$ cat src/rtl/datapath_ctrl_pkg.sv
// Shared definitions for the Datapath command sequencer: opcodes, function
// selects, FSM state encoding and control-word field widths.
package datapath_ctrl_pkg;

    localparam int unsigned OP_W     = 2;
    localparam int unsigned FS_W     = 5;
    localparam int unsigned STATUS_W = 4;

    localparam logic [OP_W-1:0] OP_LOADI  = 2'b00;
    localparam logic [OP_W-1:0] OP_ALU_RR = 2'b01;
    localparam logic [OP_W-1:0] OP_ALU_RI = 2'b10;
    localparam logic [OP_W-1:0] OP_CLEAR  = 2'b11;

    localparam logic [FS_W-1:0] FS_ADD = 5'b01000;

    typedef enum logic [1:0] {
        ST_IDLE,
        ST_ISSUE,
        ST_WRITE,
        ST_CLEAR
    } state_t;

endpackage

$ cat src/rtl/datapath_sequencer.sv
// Command-driven sequencer for the register-file/ALU Datapath. Each accepted
// command is expanded into registered per-cycle control words; completion is
// flagged by a one-cycle done pulse with the ALU status of the final write.
module datapath_sequencer
    import datapath_ctrl_pkg::*;
#(
    parameter int unsigned DATA_W   = 64,
    parameter int unsigned ADDR_W   = 5,
    parameter int unsigned NUM_REGS = 32
) (
    input  logic                clock,
    input  logic                reset,
    input  logic                cmd_valid,
    output logic                cmd_ready,
    input  logic [OP_W-1:0]     cmd_op,
    input  logic [FS_W-1:0]     cmd_fs,
    input  logic                cmd_cin,
    input  logic [ADDR_W-1:0]   cmd_sa,
    input  logic [ADDR_W-1:0]   cmd_sb,
    input  logic [ADDR_W-1:0]   cmd_da,
    input  logic [DATA_W-1:0]   cmd_k,
    input  logic [STATUS_W-1:0] status,
    output logic [ADDR_W-1:0]   SA,
    output logic [ADDR_W-1:0]   SB,
    output logic [ADDR_W-1:0]   DA,
    output logic                W,
    output logic [DATA_W-1:0]   K,
    output logic [FS_W-1:0]     FS,
    output logic                C_in,
    output logic                B_SEL,
    output logic                EN_ALU,
    output logic                EN_B,
    output logic                busy,
    output logic                done,
    output logic [STATUS_W-1:0] status_out
);

    localparam logic [ADDR_W-1:0] ZERO_REG  = ADDR_W'(NUM_REGS - 1);
    localparam logic [ADDR_W-1:0] LAST_CLR  = ADDR_W'(NUM_REGS - 2);

    state_t              state_q, state_d;
    logic [ADDR_W-1:0]   cnt_q, cnt_d;

    logic [OP_W-1:0]     op_q;
    logic [FS_W-1:0]     fs_q;
    logic                cin_q;
    logic [ADDR_W-1:0]   sa_q, sb_q, da_q;
    logic [DATA_W-1:0]   k_q;

    logic                accept;
    logic                last_clear;
    logic                capture;

    logic [OP_W-1:0]     src_op;
    logic [FS_W-1:0]     src_fs;
    logic                src_cin;
    logic [ADDR_W-1:0]   src_sa, src_sb, src_da;
    logic [DATA_W-1:0]   src_k;

    logic [ADDR_W-1:0]   sa_d, sb_d, da_d;
    logic                w_d, cin_d, bsel_d, en_alu_d, busy_d, done_d;
    logic [DATA_W-1:0]   k_d;
    logic [FS_W-1:0]     fs_d;

    assign cmd_ready  = (state_q == ST_IDLE);
    assign accept     = cmd_valid & cmd_ready;
    assign last_clear = (state_q == ST_CLEAR) && (cnt_q == LAST_CLR);
    assign capture    = (state_q == ST_WRITE) || last_clear;

    // Outputs are registered, so the word for the cycle after a handshake is
    // built from the live cmd_* inputs; afterwards only the latched copy is used.
    assign src_op  = (state_q == ST_IDLE) ? cmd_op  : op_q;
    assign src_fs  = (state_q == ST_IDLE) ? cmd_fs  : fs_q;
    assign src_cin = (state_q == ST_IDLE) ? cmd_cin : cin_q;
    assign src_sa  = (state_q == ST_IDLE) ? cmd_sa  : sa_q;
    assign src_sb  = (state_q == ST_IDLE) ? cmd_sb  : sb_q;
    assign src_da  = (state_q == ST_IDLE) ? cmd_da  : da_q;
    assign src_k   = (state_q == ST_IDLE) ? cmd_k   : k_q;

    // State register, clear counter and command latch.
    always_ff @(posedge clock or negedge reset) begin
        if (!reset) begin
            state_q <= ST_IDLE;
            cnt_q   <= '0;
            op_q    <= '0;
            fs_q    <= '0;
            cin_q   <= 1'b0;
            sa_q    <= '0;
            sb_q    <= '0;
            da_q    <= '0;
            k_q     <= '0;
        end else begin
            state_q <= state_d;
            cnt_q   <= cnt_d;
            if (accept) begin
                op_q  <= cmd_op;
                fs_q  <= cmd_fs;
                cin_q <= cmd_cin;
                sa_q  <= cmd_sa;
                sb_q  <= cmd_sb;
                da_q  <= cmd_da;
                k_q   <= cmd_k;
            end
        end
    end

    // Next state and the control word to present during that state.
    always_comb begin
        state_d  = state_q;
        cnt_d    = cnt_q;
        sa_d     = ZERO_REG;
        sb_d     = '0;
        da_d     = '0;
        w_d      = 1'b0;
        k_d      = '0;
        fs_d     = '0;
        cin_d    = 1'b0;
        bsel_d   = 1'b0;
        en_alu_d = 1'b0;
        busy_d   = 1'b0;
        done_d   = capture;

        case (state_q)
            ST_IDLE: begin
                if (accept) begin
                    state_d = (cmd_op == OP_CLEAR) ? ST_CLEAR : ST_ISSUE;
                    cnt_d   = '0;
                end
            end
            ST_ISSUE: state_d = ST_WRITE;
            ST_WRITE: state_d = ST_IDLE;
            ST_CLEAR: begin
                if (last_clear) begin
                    state_d = ST_IDLE;
                    cnt_d   = '0;
                end else begin
                    cnt_d = cnt_q + ADDR_W'(1);
                end
            end
            default: state_d = ST_IDLE;
        endcase

        case (state_d)
            ST_ISSUE, ST_WRITE: begin
                en_alu_d = 1'b1;
                busy_d   = 1'b1;
                case (src_op)
                    OP_LOADI: begin
                        bsel_d = 1'b1;
                        k_d    = src_k;
                        fs_d   = FS_ADD;
                    end
                    OP_ALU_RR: begin
                        sa_d  = src_sa;
                        sb_d  = src_sb;
                        fs_d  = src_fs;
                        cin_d = src_cin;
                    end
                    OP_ALU_RI: begin
                        sa_d   = src_sa;
                        bsel_d = 1'b1;
                        k_d    = src_k;
                        fs_d   = src_fs;
                        cin_d  = src_cin;
                    end
                    default: ;
                endcase
                if (state_d == ST_WRITE) begin
                    da_d = src_da;
                    w_d  = (src_da != ZERO_REG);
                end
            end
            ST_CLEAR: begin
                bsel_d   = 1'b1;
                fs_d     = FS_ADD;
                en_alu_d = 1'b1;
                w_d      = 1'b1;
                da_d     = cnt_d;
                busy_d   = 1'b1;
            end
            default: ;
        endcase
    end

    // Registered control word, completion pulse and captured ALU status.
    always_ff @(posedge clock or negedge reset) begin
        if (!reset) begin
            SA         <= ZERO_REG;
            SB         <= '0;
            DA         <= '0;
            W          <= 1'b0;
            K          <= '0;
            FS         <= '0;
            C_in       <= 1'b0;
            B_SEL      <= 1'b0;
            EN_ALU     <= 1'b0;
            EN_B       <= 1'b0;
            busy       <= 1'b0;
            done       <= 1'b0;
            status_out <= '0;
        end else begin
            SA     <= sa_d;
            SB     <= sb_d;
            DA     <= da_d;
            W      <= w_d;
            K      <= k_d;
            FS     <= fs_d;
            C_in   <= cin_d;
            B_SEL  <= bsel_d;
            EN_ALU <= en_alu_d;
            EN_B   <= 1'b0;
            busy   <= busy_d;
            done   <= done_d;
            if (capture) begin
                status_out <= status;
            end
        end
    end

endmodule
$ cat config.mk
export PLATFORM = sky130hd
export DESIGN_NAME = datapath_sequencer
export DESIGN_NICKNAME = d
export VERILOG_FILES = /design/src/rtl/datapath_ctrl_pkg.sv /design/src/rtl/datapath_sequencer.sv
export SDC_FILE = /design/constraint.sdc
export NUM_CORES = 1
export LEC_CHECK = 0
export CORE_MARGIN = 4
export CORE_UTILIZATION = 53
export DETAILED_ROUTE_END_ITERATION = 12
export GPL_ROUTABILITY_DRIVEN = 0
export PLACE_DENSITY_LB_ADDON = 0.15
export SLEW_MARGIN = 0
export SYNTH_ARGS = -nofsm -noshare
export SYNTH_HDL_FRONTEND = slang
export SYNTH_SLANG_ARGS = --single-unit
$ cat constraint.sdc
create_clock -name clock -period 3.45 [get_ports clock]
set_input_delay 0.8625 -clock clock [delete_from_list [all_inputs] [get_ports clock]]
set_output_delay 0.8625 -clock clock [all_outputs]
set_load 0.02 [all_outputs]
# == After elaboration in Yosys (flattened, before gate mapping) ==
# Cells that the tools add are included.
# W data, S select, Z words.
# classes
div_mod_pow,0
mux,31
n_mul,0
n_reduce_logical,8
n_bitwise,1
add_sub_neg,1
magnitude_cmp,0
n_eq_ne,11
n_shift,0
# ops
op,count
$mux W64,3
$mux W5,11
$pmux W5 S2,4
$eq A2 B2 Y1 const B,6
$mux W2,4
$pmux W2 S4,1
$eq A2 B1 Y1 const B,3
$mux W1,6
$reduce_or A2 Y1,3
$add A5 B1 Y5 const B,1
$eq A5 B5 Y1 const B,1
$ne A5 B5 Y1 const B,1
$logic_not A2 Y1,2
$pmux W1 S2,2
$reduce_or A3 Y1,1
$and A1 B1 Y1,1
$logic_and A1 B1 Y1,1
$logic_or A1 B1 Y1,1
# totals
mem_bits_rw,0
latchBits,0
rom_bits,0
word_cells,72
out_inout_bits,96
n_memories,0
ff_bits,187

# == Longest topological paths before layout ==
# Gate-level depths: netlist (run 1).
# depth
ltp_word,7
ltp_mapped,13
ltp_nobuf,10

# == Worst setup path after synthesis (run 1) ==
# OpenSTA, ideal clock, no wires.
# synth_timing
path_kind,reg2reg
startpoint,register state_q[0]
endpoint,register FS[0]
path_slack_ns,0.906
path_stages_with_launch,13
arrival_ns,2.472
period_less_slack_ns,2.544
required_time_ns,3.378
cell_sequence,dfrtp_1 > inv_1 > ha_1 > and2_1 > buf_2 > buf_4 > a31oi_1 > ha_1 > clkbuf_1 > and2_1 > clkbuf_1 > nand2_1 > nor2_1
# synth_via
elab_chain_cells,7
elab_cells_between_ends,21
cone_classes,eq/ne (8); mux (7); bitwise (1); reduce/logical (5)
# synth_lines
item,line,text
from (decl),datapath_sequencer.sv:41,"state_t state_q, state_d;"
from (signal assigned),datapath_sequencer.sv:93,state_q <= state_d;
$logic_not A2 Y1 *,datapath_sequencer.sv:65,assign cmd_ready = (state_q == ST_IDLE);
named net cmd_ready,datapath_sequencer.sv:14,"output logic cmd_ready,"
$and A1 B1 Y1,datapath_sequencer.sv:66,assign accept = cmd_valid & cmd_ready;
$mux W2,datapath_sequencer.sv:125,if (accept) begin
$pmux W2 S4,datapath_sequencer.sv:123,case (state_q)
$eq A2 B2 Y1 or $eq A2 B1 Y1 (tied branches),datapath_sequencer.sv:143,case (state_d)
$reduce_or A2 Y1,datapath_sequencer.sv:143,
$pmux W5 S2 *,datapath_sequencer.sv:143,
named net fs_d[0],datapath_sequencer.sv:63,logic [FS_W-1:0] fs_d;
to (signal assigned),datapath_sequencer.sv:207,FS <= fs_d;
to (decl),datapath_sequencer.sv:28,"output logic [FS_W-1:0] FS,"
# Mark *: on every way through the listed nets, which the timed path passes. The rest lies on a longest branch.
# A chain may end at the register's enable or synchronous reset.

# == Worst setup path after layout (run 1) ==
# layout_timing
startpoint,register state_q[0]
endpoint,output port cmd_ready
# layout_via
elab_chain_cells,1
# layout_lines
item,line
$logic_not A2 Y1,datapath_sequencer.sv:65
to (decl),datapath_sequencer.sv:14
# Every way passes these cells.

==> qor.yml, run 1 <==
drt:
  drt_drc_violations_left: 0
  vias_per_cell: 5.22
  highest_layer: "met5"
  wirelength_mm: 16.1
  ant_nets: 0
  firstDrtPassIters: 4
  met2_length_mm: 7.84
  drtIter0Drc: 308
  vias: 4857
  wire_per_inst_um: 17.3
  wirelength_met1_mm: 6.86
  met3_length_mm: 1.18
clocking:
  clock_path_buffers: 2
  clock-sinks: 187
  root_buffer: "clkbuf_16"
  clk_pin_slew_ns: 0.07
  cts_tree: "yes"
  cts_hold_buf: 0
  cts_buffers: 17
  htree_levels: 4
  cts_resized: 0
  worstSkewPairLatency_ns: 0.42
  post_cts.repair.setup_buffers: 0
sta:
  slew_headroom_pct: 54.2
  tightest_slew_ns: 0.688
  report.final.slew_viol_count: 0
  final_hold_viol_count: 0
  setup_viol: 0
  period_needed_ns: 2.90
  setup_ws_ns: 0.555
  skew_ns: 0.00702
  fin_crit_sh_pct: 83.9
  final.setup.tns_ns: 0
  timing.fmax_mhz: 345
  rsz0062_at_grt: "no"
floorplanning:
  die_w_um: 128
  pin_count: 190
  initial_core_util_pct: 54.4
  core_area_mm2: 0.0139
  rows: 43
  die_y_um: 128
  die_area_mm2: 0.0163
yosys:
  yosysTopAreaCellShare_pct: 60.1
  synthTopCellsByArea: "dfrtp_1 (60%), mux2_2 (14%), mux2i_1 (11%)"
  seq_area_frac_synth_pct: 61.8
  yosys_warnings: 0
  yosysTopAreaCell: "dfrtp_1"
  synth_cells: 550
  ys_types: 33
  synth_nets: 655
  synth_seq_cells: 187
  syn_area_mm2: 0.00758
  syn-mean-instance-area_um2: 13.8
outcome:
  status: "finished, final reports clean"
placement:
  dp_hpwl_mm: 11.3
  dpl_cell_area_mm2: 0.00962
  portBuffers: 188
  dp.cells: 898
  pre_cts_ws_ns: 0.393
power_and_ir_drop:
  p_per_area_mw_per_mm2: 931
  ir_drop_uv: 653
  leakage_uw: 0.00453
layout:
  finalNetCount: 842
  area_growth_pct: 34.7
  design_area_mm2: 0.0102
  fin_cells: 930
  diodes: 0
  fin_util_pct: 73.2
  layout-drive-gt1-share_pct: 19.5
critical_path:
  worstSetupPathType: "register to output port"
  crit_arrival_ns: 2.03
  end_kind: "output port"
  start_kind: "register"
  critical_path.startpoint: "state_q[0]"
  r2r-start: "state_q[0]"
  path_max_fanout: 19
  critPathRequiredTime_ns: 2.59
global_route:
  grt_pass1_vias: 5231
  grt_pass1_wl_mm: 26.1
  track_usage_pct: 20.5
  grt_max_degree: 88
  antenna_found_initial: 1
  grt_overflow: 0
flow_run:
  drv_cap: 0
min_path:
  hold_class: "primary input to asynchronous set/reset pin"
==> logic make-up after synthesis <==
kind of cell / Yosys count / share of synthesized area, %
flops: 187 / 61.8
mux: 177 / 24.9
simple gates: 107 / 5.89
buf+inv: 38 / 2.79
compound gates: 29 / 2.67
other cells: 1 / 0.0495
fa+ha+maj: 11 / 1.82
==> synthesized netlist by cell type, drive strengths merged <==
cell type,n
clkbuf,2
o21ai,6
and2b,1
o2bb2ai,5
mux2,92
and3b,1
and2,2
inv,9
a21oi,7
buf,27
o21bai,1
nand4,2
a211oi,2
or4b,1
a21o,1
a31oi,4
dfrtp,182
a31o,1
dfstp,5
nor2b,3
o211ai,2
conb,1
ha,11
nand3b,2
mux2i,85
nand3,4
nor2,78
nand2,13
==> layer usage <==
metal | vias up | track usage, %
li1 | 2258 | -
met1 | 2416 | 27.3
met3 | 22 | 6.35
met5 | - | 0
met2 | 159 | 32.3
met4 | 2 | 6.93
==> registers in the layout, indices dropped and copies added, names as in the netlist <==
| name | cells |
|---|---|
| sb_q | 5 |
| FS | 5 |
| fs_q | 5 |
| done | 1 |
| k_q | 64 |
| K | 64 |
| SA | 5 |
| da_q | 5 |
| cnt_q | 5 |
| state_q | 2 |
| C_in | 1 |
| busy | 1 |
| cin_q | 1 |
| DA | 5 |
| sa_q | 5 |
| status_out | 4 |
| W | 1 |
| B_SEL | 1 |
| SB | 5 |
| op_q | 2 |
==> final timing paths <==
kind,end,cells past startpoint,slack (ns)
setup / recovery,cmd_ready,3,0.55
hold / removal,k_q[59],1,0.50
setup reg to reg,FS[0],10,0.85
hold reg to reg,SA[4],2,0.50
max in group asynchronous,k_q[33],2,2.15
min in group clock,SA[4],2,0.50
==> metrics by stage <==
stage	total power, uW	hold WS, ns
final	9500	0.498
after global routing	10100	0.524
after CTS	9620	0.503
after detailed placement	7710	0.488
after global placement	7530	0.485
after floorplan	6330	0.462
==> where the power goes <==
| part | leakage, uW | internal [uW] | switching, uW | total [uW] |
|---|---|---|---|---|
| sequential | 0.00235 | 3090 | 401 | 3500 |
| combinational | 0.00190 | 2010 | 2120 | 4130 |
| clock | 0.000286 | 1090 | 784 | 1880 |
| total | 0.00453 | 6200 | 3300 | 9500 |
==> final cells by class <==
type,count,area [um^2]
Tap cell,180,225
Clock inverter,9,86.3
Sequential cell,187,4690
Multi-Input combinational cell,325,2700
Inverter,9,33.8
Clock buffer,23,498
Timing Repair Buffer,197,1980
Fill cell,909,3730
==> worst max-delay path, cell delays in order (launching register included) <==
cell             delay [ns]
dfrtp_1                0.42
inv_1                  0.16
ha_4                   0.36
clkdlybuf4s50_1        0.67
==> cells in the final DEF, fill, tap and decap left out, types with 6 or more instances in the layout <==
cell	n
clkdlybuf4s50_1	187
dfrtp_1	182
mux2_2	92
mux2i_1	84
nor2_1	78
clkbuf_16	17
nand2_1	12
ha_1	10
inv_1	9
buf_4	7
o21ai_0	6
a21oi_1	6
clkbuf_8	6
Power figures use the tool's default switching activity.
==> inputs of run 2 (changes only) <==
--- a/config.mk
+++ b/config.mk
@@ -6,7 +6,7 @@
 export NUM_CORES = 1
 export LEC_CHECK = 0
 export CORE_MARGIN = 4
-export CORE_UTILIZATION = 53
+export CORE_UTILIZATION = 44
 export DETAILED_ROUTE_END_ITERATION = 12
 export GPL_ROUTABILITY_DRIVEN = 0
 export PLACE_DENSITY_LB_ADDON = 0.15
==> constraint.sdc (replaced) <==
create_clock -name clock -period 2.5 [get_ports clock]
set_input_delay 0.625 -clock clock [delete_from_list [all_inputs] [get_ports clock]]
set_output_delay 0.625 -clock clock [all_outputs]
set_load 0.02 [all_outputs]
==> qor.yml, run 2 (same netlist as run 1, synthesis figures left out) <==
outcome:
  status: "finished, final reports clean"  # unchanged
global_route:
  grt_pass1_vias: 5369  # was 5231
  grt_pass1_wl_mm: 27.3  # was 26.1 mm
  antenna_found_initial: 0  # was 1
  grt_overflow: 0  # unchanged
  track_usage_pct: 17.6  # was 20.5%
  grt_max_degree: 72  # was 88
critical_path:
  worstSetupPathType: "register to register"  # was register to output port
  critPathRequiredTime_ns: 2.82  # was 2.59 ns
  r2r-start: "cnt_q[0]"  # was state_q[0]
  cpPeakStageDelay_ns: 0.42  # was 0.67 ns
  crit_arrival_ns: 2.70  # was 2.03 ns
  end_kind: "register"  # was output port
  crit_chain: "inv_1 > ha_1 > nand4_1 > a211oi_2 > a21oi_1 > a31oi_1 > ha_1 > buf_4 > a21oi_1 > a211oi_1"  # was inv_1 > ha_4 > clkdlybuf4s50_1
  slowest_stage: "dfrtp_1"  # was clkdlybuf4s50_1
  reg2reg_to: "W"  # was FS[0]
  reg2reg_depth: 10  # unchanged
  start_kind: "register"  # unchanged
  path_max_fanout: 5  # was 19
  reg2reg_setup_slack_ns: 0.12  # was 0.85 ns
clocking:
  cts_buffers: 17  # unchanged
  worstSkewPairLatency_ns: 0.43  # was 0.42 ns
  clock-sinks: 187  # unchanged
  htree_levels: 4  # unchanged
  clk_pin_slew_ns: 0.07  # about the same
  clock_path_buffers: 2  # unchanged
  root_buffer: "clkbuf_16"  # unchanged
  cts_tree: "yes"  # unchanged
sta:
  tightest_slew_ns: 0.760  # was 0.688 ns
  final.setup.tns_ns: 0  # unchanged
  fin_crit_sh_pct: 95.2
  final_hold_viol_count: 0  # unchanged
  period_needed_ns: 2.38
  skew_ns: 0.0112  # was 0.00702 ns
  slew_headroom_pct: 49.4  # was 54.2%
  report.final.slew_viol_count: 0  # unchanged
  timing.fmax_mhz: 420
  setup_viol: 0  # unchanged
placement:
  portBuffers: 188  # unchanged
  dp_hpwl_mm: 11.7  # was 11.3 mm
  dpl_cell_area_mm2: 0.00981  # was 0.00962 mm^2
floorplanning:
  die_y_um: 139  # was 128 um
  die_w_um: 139  # was 128 um
  pin_count: 190  # unchanged
  initial_core_util_pct: 45.2  # was 54.4%
  die_area_mm2: 0.0194  # was 0.0163 mm^2
  core_area_mm2: 0.0168  # was 0.0139 mm^2
  rows: 47  # was 43
layout:
  final_common_cell: "clkdlybuf4s50_1"  # unchanged
  layout-drive-gt1-share_pct: 22.2  # was 19.5%
  top_regs: "K x64, k_q x64"  # unchanged
  area_growth_pct: 39.5  # was 34.7%
  diodes: 0  # unchanged
  fill_cells: 1300  # was 909
  finalNetCount: 863  # was 842
  final_cell_mix: "clkdlybuf4s50_1 (186), dfrtp_1 (182), mux2_2 (92)"  # was clkdlybuf4s50_1 (187), dfrtp_1 (182), mux2_2 (92)
  design_area_mm2: 0.0106  # was 0.0102 mm^2
drt:
  wirelength_mm: 17.1  # was 16.1 mm
  vias_per_cell: 4.99  # was 5.22
  drt_drc_violations_left: 0  # unchanged
  vias: 4945  # was 4857
  ant_nets: 0  # unchanged
  firstDrtPassIters: 4  # unchanged
  drtIter0Drc: 211  # was 308
  wire_per_inst_um: 17.2  # was 17.3 um
power_and_ir_drop:
  ir_drop_uv: 689  # was 653 uV
  leakage_uw: 0.00470  # was 0.00453 uW
  p_per_area_mw_per_mm2: 1330  # was 931 mW/mm^2
flow_run:
  drv_cap: 0  # unchanged
min_path:
  hold_class: "primary input to asynchronous set/reset pin"  # unchanged
==> run 2: worst max-delay path, delay by kind of cell (launching register included) <==
kind                       cells  cell delay [ns]
AOI/OAI and AO/OA              5             0.87
adders and majority gates      2             0.47
buffers and inverters          2             0.25
DFF                            1             0.42
and+or+nand+nor                1             0.27
==> run 2: stage by stage <==
stage / hold slack (ns) / cells / util, % / total power, uW / setup slack [ns]
global route: 0.233 / 991 / 63.1 / 15000 / -0.0367
detailed placement: 0.485 / 953 / 58.5 / 10900 / -0.131
global placement: 0.473 / 953 / 58.5 / 10700 / -0.129
floorplan: 0.329 / 550 / - / 8740 / 0.0410
CTS: 0.209 / 985 / 62.5 / 14000 / 0.0646
finish: 0.199 / 991 / 63.1 / 14100 / 0.119
==> run 2: final cells by class <==
class / count / area, um^2 / area share (%)
sequential: 187 / 4690 / 44.3
timing repair buffer: 218 / 2190 / 20.8
clock buffer: 18 / 429 / 4.06
multi-input combinational: 325 / 2720 / 25.7
inverter: 9 / 33.8 / 0.320
clock inverter: 14 / 233 / 2.20
tap: 220 / 275 / 2.60
==> run 2: where the power goes <==
part	switching, uW	internal [uW]
clock network	1190	1800
registers	534	4270
logic	3140	3130
total	4870	9200
==> run 2: routing by layer <==
layer	up-vias	GRT usage (%)	share of wire [%]
met5	-	0	0
met4	0	5.87	1.8
met3	20	5.39	5.6
met2	146	30.1	51
met1	2465	21.4	42
li1	2314	-	-
==> run 2: repair_timing <==
| action | in CTS | in global routing |
|---|---|---|
| hold buffers | 0 | 0 |
| gates resized for setup | 1 | 6 |
| cloned | 0 | 1 |
| buffers inserted | 0 | 5 |
| pin swaps | 0 | 3 |
| hold endpoints to repair | 0 | 0 |
| setup endpoints to repair | 1 | 79 |
==> run 2: worst max path at each step <==
stage	from	endpoint	slack, ns	cells after the start
after global placement	cmd_valid	SB[2]	-0.13	9
after CTS	cnt_q[0]	K[33]	0.06	10
after floorplan	state_q[0]	FS[0]	0.04	12
after detailed placement	cmd_valid	K[7]	-0.13	9
final	cnt_q[0]	W	0.12	10
after global routing	cnt_q[0]	FS[1]	-0.04	10
==> inputs of run 3 (changes only) <==
--- a/config.mk
+++ b/config.mk
@@ -10,7 +10,8 @@
 export DETAILED_ROUTE_END_ITERATION = 12
 export GPL_ROUTABILITY_DRIVEN = 0
 export PLACE_DENSITY_LB_ADDON = 0.15
-export SLEW_MARGIN = 0
+export SKIP_CTS_REPAIR_TIMING = 1
+export SKIP_LAST_GASP = 1
 export SYNTH_ARGS = -nofsm -noshare
 export SYNTH_HDL_FRONTEND = slang
 export SYNTH_SLANG_ARGS = --single-unit
==> qor.yml, run 3 (same netlist as run 1, synthesis figures left out) <==
floorplanning:
  core_area_mm2: 0.0168  # unchanged
  die_area_mm2: 0.0194  # unchanged
  die_y_um: 139  # unchanged
  pin_count: 190  # unchanged
  die_w_um: 139  # unchanged
  initial_core_util_pct: 45.2  # unchanged
  rows: 47  # unchanged
power_and_ir_drop:
  p_int_uw: 9210  # was 9200 uW
  switching_share_pct: 34.6  # about the same
  power_frac_seq_pct: 34.1  # about the same
  p_per_area_mw_per_mm2: 1330  # about the same
  leakage_uw: 0.00471  # was 0.00470 uW
  combPwrFrac_pct: 44.6  # about the same
  ir_drop_uv: 688  # was 689 uV
  switchingPower_uw: 4860  # was 4870 uW
  power_frac_clock_pct: 21.3  # about the same
drt:
  vias: 4945  # unchanged
  wirelength_mm: 17.0  # was 17.1 mm
  ant_nets: 0  # unchanged
  drtIter0Drc: 210  # was 211
  drt_drc_violations_left: 0  # unchanged
  vias_per_cell: 4.99  # unchanged
  wire_per_inst_um: 17.2  # about the same
  firstDrtPassIters: 5  # was 4
clocking:
  htree_levels: 4  # unchanged
  clock-sinks: 187  # unchanged
  clk_pin_slew_ns: 0.07  # about the same
  clock_path_buffers: 2  # unchanged
  cts_buffers: 17  # unchanged
  cts_tree: "yes"  # unchanged
  root_buffer: "clkbuf_16"  # unchanged
  worstSkewPairLatency_ns: 0.43  # about the same
critical_path:
  start_kind: "register"  # unchanged
  path_max_fanout: 5  # unchanged
  reg2reg_depth: 10  # unchanged
  end_kind: "register"  # unchanged
  crit_arrival_ns: 2.69  # was 2.70 ns
  reg2reg_setup_slack_ns: 0.13  # was 0.12 ns
  r2r-start: "cnt_q[0]"  # unchanged
  worstSetupPathType: "register to register"  # unchanged
  reg2reg_to: "W"  # unchanged
  critPathRequiredTime_ns: 2.81  # was 2.82 ns
outcome:
  status: "finished, final reports clean"  # unchanged
placement:
  portBuffers: 188  # unchanged
  dpl_cell_area_mm2: 0.00981  # unchanged
  dp_hpwl_mm: 11.7  # unchanged
sta:
  skew_ns: 0.00964  # was 0.0112 ns
  fin_crit_sh_pct: 94.9  # was 95.2%
  slew_headroom_pct: 49.4  # about the same
  tightest_slew_ns: 0.760  # about the same
  timing.fmax_mhz: 422  # was 420 MHz
  report.final.slew_viol_count: 0  # unchanged
  setup_viol: 0  # unchanged
  period_needed_ns: 2.37  # was 2.38 ns
  final_hold_viol_count: 0  # unchanged
  final.setup.tns_ns: 0  # unchanged
min_path:
  hold_class: "primary input to asynchronous set/reset pin"  # unchanged
layout:
  diodes: 0  # unchanged
  area_growth_pct: 39.5  # about the same
  top_regs: "K x64, k_q x64"  # unchanged
  design_area_mm2: 0.0106  # about the same
  layout-drive-gt1-share_pct: 22.2  # unchanged
  finalNetCount: 863  # unchanged
  final_cell_mix: "clkdlybuf4s50_1 (186), dfrtp_1 (182), mux2_2 (92)"  # unchanged
  fill_cells: 1299  # was 1300
  final_common_cell: "clkdlybuf4s50_1"  # unchanged
global_route:
  grt_max_degree: 72  # unchanged
  track_usage_pct: 17.6  # unchanged
  grt_pass1_wl_mm: 27.3  # unchanged
  grt_overflow: 0  # unchanged
  grt_pass1_vias: 5369  # unchanged
  antenna_found_initial: 0  # unchanged
flow_run:
  drv_cap: 0  # unchanged
==> run 3: cell types whose count changed in the layout (fill, tap and decap cells not counted), sizes merged <==
cell	delta
dlygate4sd2	-1
dlymetal6s2s	+1
==> run 3: power by group through the flow <==
stage / Clock, uW / Combinational [uW] / Sequential [uW]
after floorplan: 0 / 3500 / 5240
after global placement: 0 / 5880 / 4790
after detailed placement: 0 / 6050 / 4860
after CTS: 3070 / 6080 / 4810
after global routing: 3190 / 6830 / 4940
final: 2990 / 6280 / 4800
==> run 3: per-stage QoR <==
| stage | hold slack [ns] | utilization [%] | total power [uW] | worst slack [ns] | cells |
|---|---|---|---|---|---|
| 4_1_cts | 0.209 | 62.5 | 14000 | -0.0603 | 985 |
| 5_1_grt | 0.233 | 63.1 | 15000 | -0.0367 | 991 |
| 3_3_place_gp | 0.473 | 58.5 | 10700 | -0.129 | 953 |
| 6_report | 0.200 | 63.1 | 14100 | 0.128 | 991 |
| 3_5_place_dp | 0.485 | 58.5 | 10900 | -0.131 | 953 |
| 2_1_floorplan | 0.329 | - | 8740 | 0.0410 | 550 |
==> run 3: layer usage <==
layer	vias to the layer above	share of wire [%]	track usage, %
met5	-	0	0
met4	0	1.8	5.87
met3	20	5.6	5.39
met2	146	51	30.1
met1	2464	42	21.4
li1	2315	-	-
==> run 3: layout make-up <==
cell class | count | area, um^2 | share of cell area [%]
clock buffer | 18 | 429 | 4.06
multi-input combinational | 325 | 2720 | 25.7
sequential | 187 | 4690 | 44.3
timing repair buffer | 218 | 2200 | 20.8
tap | 220 | 275 | 2.60
clock inverter | 14 | 233 | 2.20
inverter | 9 | 33.8 | 0.320
==> run 3: critical path, cell delays in order, from the launching register on <==
cell      delay, ns
dfrtp_1        0.42
inv_1          0.08
ha_1           0.21
nand4_1        0.27
a211oi_2       0.27
a21oi_1        0.08
a31oi_1        0.18
ha_1           0.26
buf_4          0.17
a21oi_1        0.06
a211oi_1       0.27
==> run 3: worst max path at each step <==
| stage | from | end | slack, ns | cells after the start |
|---|---|---|---|---|
| 2_1_floorplan | state_q[0] | FS[0] | 0.04 | 12 |
| 3_3_place_gp | cmd_valid | SB[2] | -0.13 | 9 |
| 3_5_place_dp | cmd_valid | K[7] | -0.13 | 9 |
| 4_1_cts | state_q[0] | cmd_ready | -0.06 | 3 |
| 5_1_grt | cnt_q[0] | FS[1] | -0.04 | 10 |
| 6_report | cnt_q[0] | W | 0.13 | 10 |
